<file path="src/rtl/fifo_wr_arbiter.sv">
// fifo_wr_arbiter: round-robin arbiter funnelling NUM_REQ write requesters into one shared FIFO write port
module fifo_wr_arbiter #(
  parameter int NUM_REQ    = 4,
  parameter int FIFO_WIDTH = 16
) (
  input  logic                          clk,
  input  logic                          rst,
  input  logic [NUM_REQ-1:0]            req,
  input  logic [NUM_REQ*FIFO_WIDTH-1:0] req_data,
  output logic [NUM_REQ-1:0]            ack,
  input  logic                          fifo_full,
  input  logic                          fifo_almostfull,
  output logic                          wr_en,
  output logic [FIFO_WIDTH-1:0]         data_in,
  output logic                          busy,
  output logic [15:0]                   stall_cnt
);
  localparam int PW = (NUM_REQ > 1) ? $clog2(NUM_REQ) : 1;
  typedef enum logic [1:0] {IDLE, ACTIVE, STALL} state_t;
  state_t                r_state, w_nxt;
  logic [PW-1:0]         r_ptr, w_idx, w_ptr_nxt;
  logic [NUM_REQ-1:0]    w_elig;
  logic                  w_hit, w_legal, w_grant, w_go;
  logic [FIFO_WIDTH-1:0] w_data;
  assign w_elig    = req & ~ack;
  assign w_legal   = !fifo_full && !(fifo_almostfull && wr_en);
  assign w_grant   = w_hit && w_legal;
  assign w_data    = req_data[int'(w_idx)*FIFO_WIDTH +: FIFO_WIDTH];
  assign w_ptr_nxt = PW'((int'(w_idx) + 1) % NUM_REQ);
  assign busy      = r_state != IDLE;
  // Round-robin search from r_ptr; descending scan so the closest eligible index wins
  always_comb begin
    w_hit = 1'b0;
    w_idx = r_ptr;
    for (int k = NUM_REQ - 1; k >= 0; k--) begin
      if (w_elig[(int'(r_ptr) + k) % NUM_REQ]) begin
        w_hit = 1'b1;
        w_idx = PW'((int'(r_ptr) + k) % NUM_REQ);
      end
    end
  end
  // Next state: idle without requests, stall when a write is blocked, active otherwise
  always_comb begin
    w_go  = |w_elig || r_state != IDLE;
    w_nxt = (!(|req) || !w_go) ? IDLE : w_legal ? ACTIVE : STALL;
  end
  // State, pointer and registered write-port outputs
  always_ff @(posedge clk or posedge rst) begin
    if (rst) begin
      r_state   <= IDLE;
      r_ptr     <= '0;
      ack       <= '0;
      wr_en     <= 1'b0;
      data_in   <= '0;
      stall_cnt <= '0;
    end else begin
      r_state   <= w_nxt;
      r_ptr     <= w_grant ? w_ptr_nxt : r_ptr;
      ack       <= w_grant ? (NUM_REQ'(1) << w_idx) : '0;
      wr_en     <= w_grant;
      data_in   <= w_grant ? w_data : data_in;
      stall_cnt <= (r_state == STALL && stall_cnt != 16'hFFFF) ? stall_cnt + 16'd1 : stall_cnt;
    end
  end
endmodule
</file>
<file path="config.mk">
export PLATFORM = sky130hd
export DESIGN_NAME = fifo_wr_arbiter
export DESIGN_NICKNAME = d
export VERILOG_FILES = /design/src/rtl/fifo_wr_arbiter.sv
export SDC_FILE = /design/constraint.sdc
export NUM_CORES = 1
export LEC_CHECK = 0
export ABC_CLOCK_PERIOD_IN_PS = 1800
export CAP_MARGIN = 20
export CORE_UTILIZATION = 38
export DETAILED_ROUTE_END_ITERATION = 16
export GPL_ROUTABILITY_DRIVEN = 1
export PLACE_DENSITY_LB_ADDON = 0.08
export SLEW_MARGIN = 25
export SYNTH_ARGS = -nofsm -noshare
export SYNTH_HDL_FRONTEND = slang
export SYNTH_SLANG_ARGS = --single-unit
</file>
<file path="constraint.sdc">
create_clock -name clk -period 1.8 [get_ports clk]
set_input_delay 0.36 -clock clk [delete_from_list [all_inputs] [get_ports clk]]
set_output_delay 0.36 -clock clk [all_outputs]
set_load 0.01 [all_outputs]
</file>
# ---- Word level (Yosys, flattened, before mapping)
# Index checks and enable logic that the tools add are counted.
dict set report totals {
  register_bits 41
  out_inout_bits 38
  wordCells 62
}
dict set report op_classes {
  add_sub_neg 5
  n_lt_le_gt_ge 4
  n_eq_ne 2
  n_shift 2
  muxes 22
  bitwise_logic 5
  n_reduce_logical 16
}
# cell n
set op_table {}
lappend op_table {{64-bit by 7-bit indexed part select with 16-bit output} 1}
lappend op_table {{16-bit by 1-bit adder with 16-bit output, second input constant} 1}
lappend op_table {{16-bit inequality test, second input constant} 1}
lappend op_table {{3-bit by 4-bit < comparator with 1-bit output, second input constant} 3}
lappend op_table {{2-bit 2-to-1 mux} 6}
lappend op_table {{1-bit 2-to-1 mux} 11}
lappend op_table {{1-bit binary-select mux with 2-bit select} 4}
lappend op_table {{4-bit OR reduction} 2}
lappend op_table {{2-bit OR reduction} 3}
lappend op_table {{2-bit by 1-bit adder with 2-bit output, second input constant} 2}
lappend op_table {{2-bit adder, second input constant} 2}
lappend op_table {{4-bit AND} 1}
lappend op_table {{1-bit logical AND} 4}
lappend op_table {{1-bit logical NOT} 4}
lappend op_table {{4-bit 2-to-1 mux} 1}
lappend op_table {{4-bit NOT} 1}
lappend op_table {{1-bit by 2-bit left shift with 4-bit output, first input constant} 1}
lappend op_table {{1-bit AND, first input constant} 3}
lappend op_table {{2-bit by 3-bit < comparator with 1-bit output, second input constant} 1}
lappend op_table {{2-bit equality test, second input constant} 1}
lappend op_table {{1-bit logical OR} 2}
lappend op_table {{2-bit nonzero test} 1}

# ---- Logic depth before layout (Yosys ltp)
dict set report logic_depth {
  ltp_word 12
  ltp_mapped 10
}

# ---- Worst setup path before layout
# No wires, ideal clock.
dict set report synth_timing {
  kind {reg2reg}
  from {register ack[3]}
  to {register data_in[0]}
  setup_time_ns 0.094
  arrival_ns 1.870
  required_time_ns 1.706
  slack_ns -0.164
  path_stages_with_launch 10
  n_path_buf 3
  synth_period_minus_slack_ns 1.964
  path_cell_list {dfrtp_1 -> nor2b_4 -> buf_6 -> nor2_2 -> a222oi_1 -> buf_4 -> nand2_4 -> buf_2 -> mux2i_1 -> a211oi_1}
}
dict set report synth_via {
  elab_chain_cells 10
  word_cells_on_any_way 23
  cone_classes {shift: 1; mux: 19; bitwise: 2; reduce/logical: 1}
}
# item line_no
set synth_lines {}
lappend synth_lines {{start, declared} 10} ;# output logic [NUM_REQ-1:0] ack,
lappend synth_lines {{start signal, assigned} 59} ;# ack <= w_grant ? (NUM_REQ'(1) << w_idx) : '0;
lappend synth_lines {{4-bit NOT *} 25} ;# assign w_elig = req & ~ack;
lappend synth_lines {{4-bit AND *} 25}
lappend synth_lines {{1-bit binary-select mux with 2-bit select} 36} ;# if (w_elig[(int'(r_ptr) + k) % NUM_REQ]) begin
lappend synth_lines {{1-bit 2-to-1 mux (implied by the code) (2 in a row)} 36}
lappend synth_lines {{2-bit 2-to-1 mux or 1-bit 2-to-1 mux (tied branches) (4 in a row)} 36}
lappend synth_lines {{64-bit by 7-bit indexed part select with 16-bit output or 1-bit logical AND (tied branches)} {28, 27}}
lappend synth_lines {{end signal, assigned} 61} ;# data_in <= w_grant ? w_data : data_in;
lappend synth_lines {{end, declared} 14} ;# output logic [FIFO_WIDTH-1:0] data_in,
# Mark *: on every way between the ends. The rest lies on a longest branch, timed or not. The select of a mux whose other input is x is not followed.
# A chain may end at the register's enable or synchronous reset.

# ---- Worst setup path after layout
dict set report layout_timing {
  from {register ack[3]}
  to {register data_in[9]}
}
# Same word-level chain as after synthesis.

==> run_results.csv <==
group,metric,value,unit
sta,fmax,527,MHz
logic_synthesis,synth-edff-count,0,
layout,layout.nets,456,
clocking,cts_made_buffers,5,
place,port_buffers,109,
worst_setup_path,required,2.00,ns
clocking,holdBufCountCts,0,
logic_synthesis,synth_fa_ha_area_share,0.521,%
global_routing,antenna_found_initial,0,
worst_setup_path,cp-start-kind,"flop",
layout,layout-drive-gt1-share,23.7,%
layout,final_cell_mix,"105 x clkdlybuf4s50_1, 42 x buf_4, 40 x dfrtp_1, 28 x nor2_1, 20 x a211oi_1",
layout,area_delta_synth_final,70.2,%
sta,hold_viol_final,0,
worst_setup_path,end_kind,"flop",
pwr,ir_drop,0.000744,V
layout,final_common_cell,"clkdlybuf4s50_1",
logic_synthesis,synth_seq_cells,41,
logic_synthesis,ys.flop_type,"dfrtp_1",
run_status,failed_checks,"negative setup slack",
logic_synthesis,synth_cells,235,
logic_synthesis,synth_area_per_cell,10.2,µm²
worst_setup_path,critPathArrivalTime,2.10,ns
sta,relSlewSlack,77.5,%
sta,finClkSkew,0.00823,ns
worst_setup_path,crit_fanout,12,
worst_setup_path,critical_path_class,"reg -> reg",
sta,setup_viol,18,
logic_synthesis,synth_warnings,0,
global_routing,grt_pass1_vias,2426,
place,dp.cells,446,
place,dpl.hpwl,5.18,mm
detailed_routing,drt_wl_total,6.84,mm
detailed_routing,dr_wl_met3,411,µm
logic_synthesis,synth.cell_area,2400,µm²
logic_synthesis,synth_compound_area_share,22.0,%
detailed_routing,routedWlPerCell,14.9,µm
logic_synthesis,async_flop_share,100,%
detailed_routing,maxUsedRoutingLayer,"met4",
sta,drv_slew,0,
logic_synthesis,synth.net_count,308,
global_routing,grt_max_degree,28,
run_status,outcome,"finished with violations",
detailed_routing,drtIter0Drc,80,
die,core_area,6030,µm²
detailed_routing,drc,0,
logic_synthesis,synth-xor-area-share,5.47,%
pwr,cellLeakagePower,1.73,nW
run,max-cap-violations,0,
sta,whs,0.376,ns
clocking,root_buffer,"clkbuf_8",
sta,period_share,105,%
clocking,clkSinkCount,41,
detailed_routing,drt-met1-wl,2.91,mm
detailed_routing,antenna_left,0,
global_routing,grt_remaining_overflow,0,
die,rows,28,
die,pin_count,110,
die,die_w,81.5,µm
logic_synthesis,synthSimpleGateAreaFrac,16.9,%
clocking,clk_pin_slew,0.09,ns
clocking,clk_latency,0.30,ns
detailed_routing,vias,2343,
die,dieArea,6650,µm²
die,die_h,81.5,µm
layout,diodes,0,
pwr,fin_total_pwr,5.28,mW
pwr,p_per_area,1290,nW/µm²
detailed_routing,firstDrtPassIters,4,
clocking,cts.path.max_buffers,2,
sta,rsz0062_at_grt,"yes",
logic_synthesis,synth.mux.area_fraction,7.13,%
place,place_congestion,0.868,
sta,timing.final.ws_setup,-0.0966,ns
clocking,cts_max_level,2,
clocking,cts_tree,"yes",
sta,min_period,1.90,ns
sta,tightest_slew,0.337,ns
min_path,hold_path_class,"in -> async",
layout,layout.cells.non_filler,459,
die,initial_utilization,39.9,%
logic_synthesis,seq_area_frac_synth,42.7,%
logic_synthesis,synth_cell_types,44,
detailed_routing,wl_met2,3.40,mm
global_routing,grt_pass1_wl,11.2,mm
detailed_routing,viasPerCell,5.10,
global_routing,grtUsageTotal,22.2,%
logic_synthesis,synth_top_family_by_area,"compound AO/OA/AOI/OAI gates",
## worst paths after layout
check,startpoint,to,slack (ns),cells past startpoint
setup / recovery,ack[3],data_in[9],-0.1,9
hold / removal,rst,data_in[10],0.38,3
setup reg to reg,ack[3],data_in[9],-0.1,9
hold reg to reg,stall_cnt[8],stall_cnt[8],0.51,1
max in group asynchronous,rst,stall_cnt[2],1.09,3
min in group clk,stall_cnt[8],stall_cnt[8],0.51,1
## area by class of cell
cell class                      count  area (µm²)
Clock buffer                        5        68.8
Clock inverter                      3        68.8
Fill cell                         471        1930
Inverter                            4        15.0
Multi-Input combinational cell    176        1350
Sequential cell                    41        1030
Tap cell                           75        93.8
Timing Repair Buffer              155        1470
## cells by family (layout without fill, tap and decap cells)
kind of cell	count (synthesis)	in the layout
and+or+nand+nor	78	79
AOI/OAI and AO/OA	64	64
DFF	41	41
buffers and inverters	19	167
muxes	17	17
xor gates and xnor gates	15	15
adders and majority gates	1	1
## routing by layer
layer,GRT usage (%),vias to the layer above
met2,39.1,79
met3,5.33,9
met4,7.14,0
li1,-,1144
met5,0,-
met1,26.3,1111
## timing repair
item | 4_1_cts | 5_1_grt
pin swaps | 6 | 4
gates resized for setup | 12 | 8
cloned | 1 | 0
setup endpoints to repair | 21 | 24
setup buffers | 4 | 1
## sequential cells by signal, summed over array words and instances (netlist names)
name	flops
r_ptr	2
ack	4
r_state	2
stall_cnt	16
data_in	16
wr_en	1
## power by group
part | total, mW | switching (mW) | leakage [nW] | internal, mW
registers | 1.43 | 0.210 | 0.502 | 1.22
logic | 2.95 | 1.33 | 1.16 | 1.62
clock network | 0.902 | 0.343 | 0.0687 | 0.559
total | 5.28 | 1.89 | 1.73 | 3.40
## critical path: stages (launching register included)
cell,delay [ns]
dfrtp_1,0.42
nor2b_4,0.18
buf_4,0.15
buf_4,0.11
nor3_1,0.05
o31ai_2,0.28
nand2b_4,0.21
buf_12,0.14
a211oi_1,0.05
a211oi_1,0.22
## Yosys cell counts (3+ instances only)
cell       n  area share (%)
dfrtp_1   41              43
nor2_1    30             4.7
a211oi_1  21             6.6
a21boi_0  16             5.0
mux2i_1   16             6.7
a211oi_2  12             6.2
xnor2_1   12             4.4
nand2_1    8             1.2
nand3_1    6             1.2
and3_1     5             1.3
nor2b_1    5             1.3
a21oi_1    4            0.83
clkbuf_1   4            0.62
inv_1      4            0.62
nand4_1    4             1.0
o21ai_0    4            0.83
buf_2      3            0.62
buf_4      3            0.94
nand2b_1   3            0.78
nor3_1     3            0.62
nor3b_1    3            0.94
xor2_1     3             1.1
## metrics by stage
step           TNS [ns]  util [%]  setup slack (ns)  cell area (µm²)
3_3_place_gp     -12.42      63.9            -0.605             3850
6_report          -1.41      67.9           -0.0966             4090
5_1_grt           -4.05      67.9            -0.241             4090
4_1_cts           -1.90      67.5            -0.121             4070
3_5_place_dp     -13.03      63.9            -0.676             3850
2_1_floorplan    -0.989         -           -0.0863             2430
Note: power is estimated with default switching activity, not from simulation.
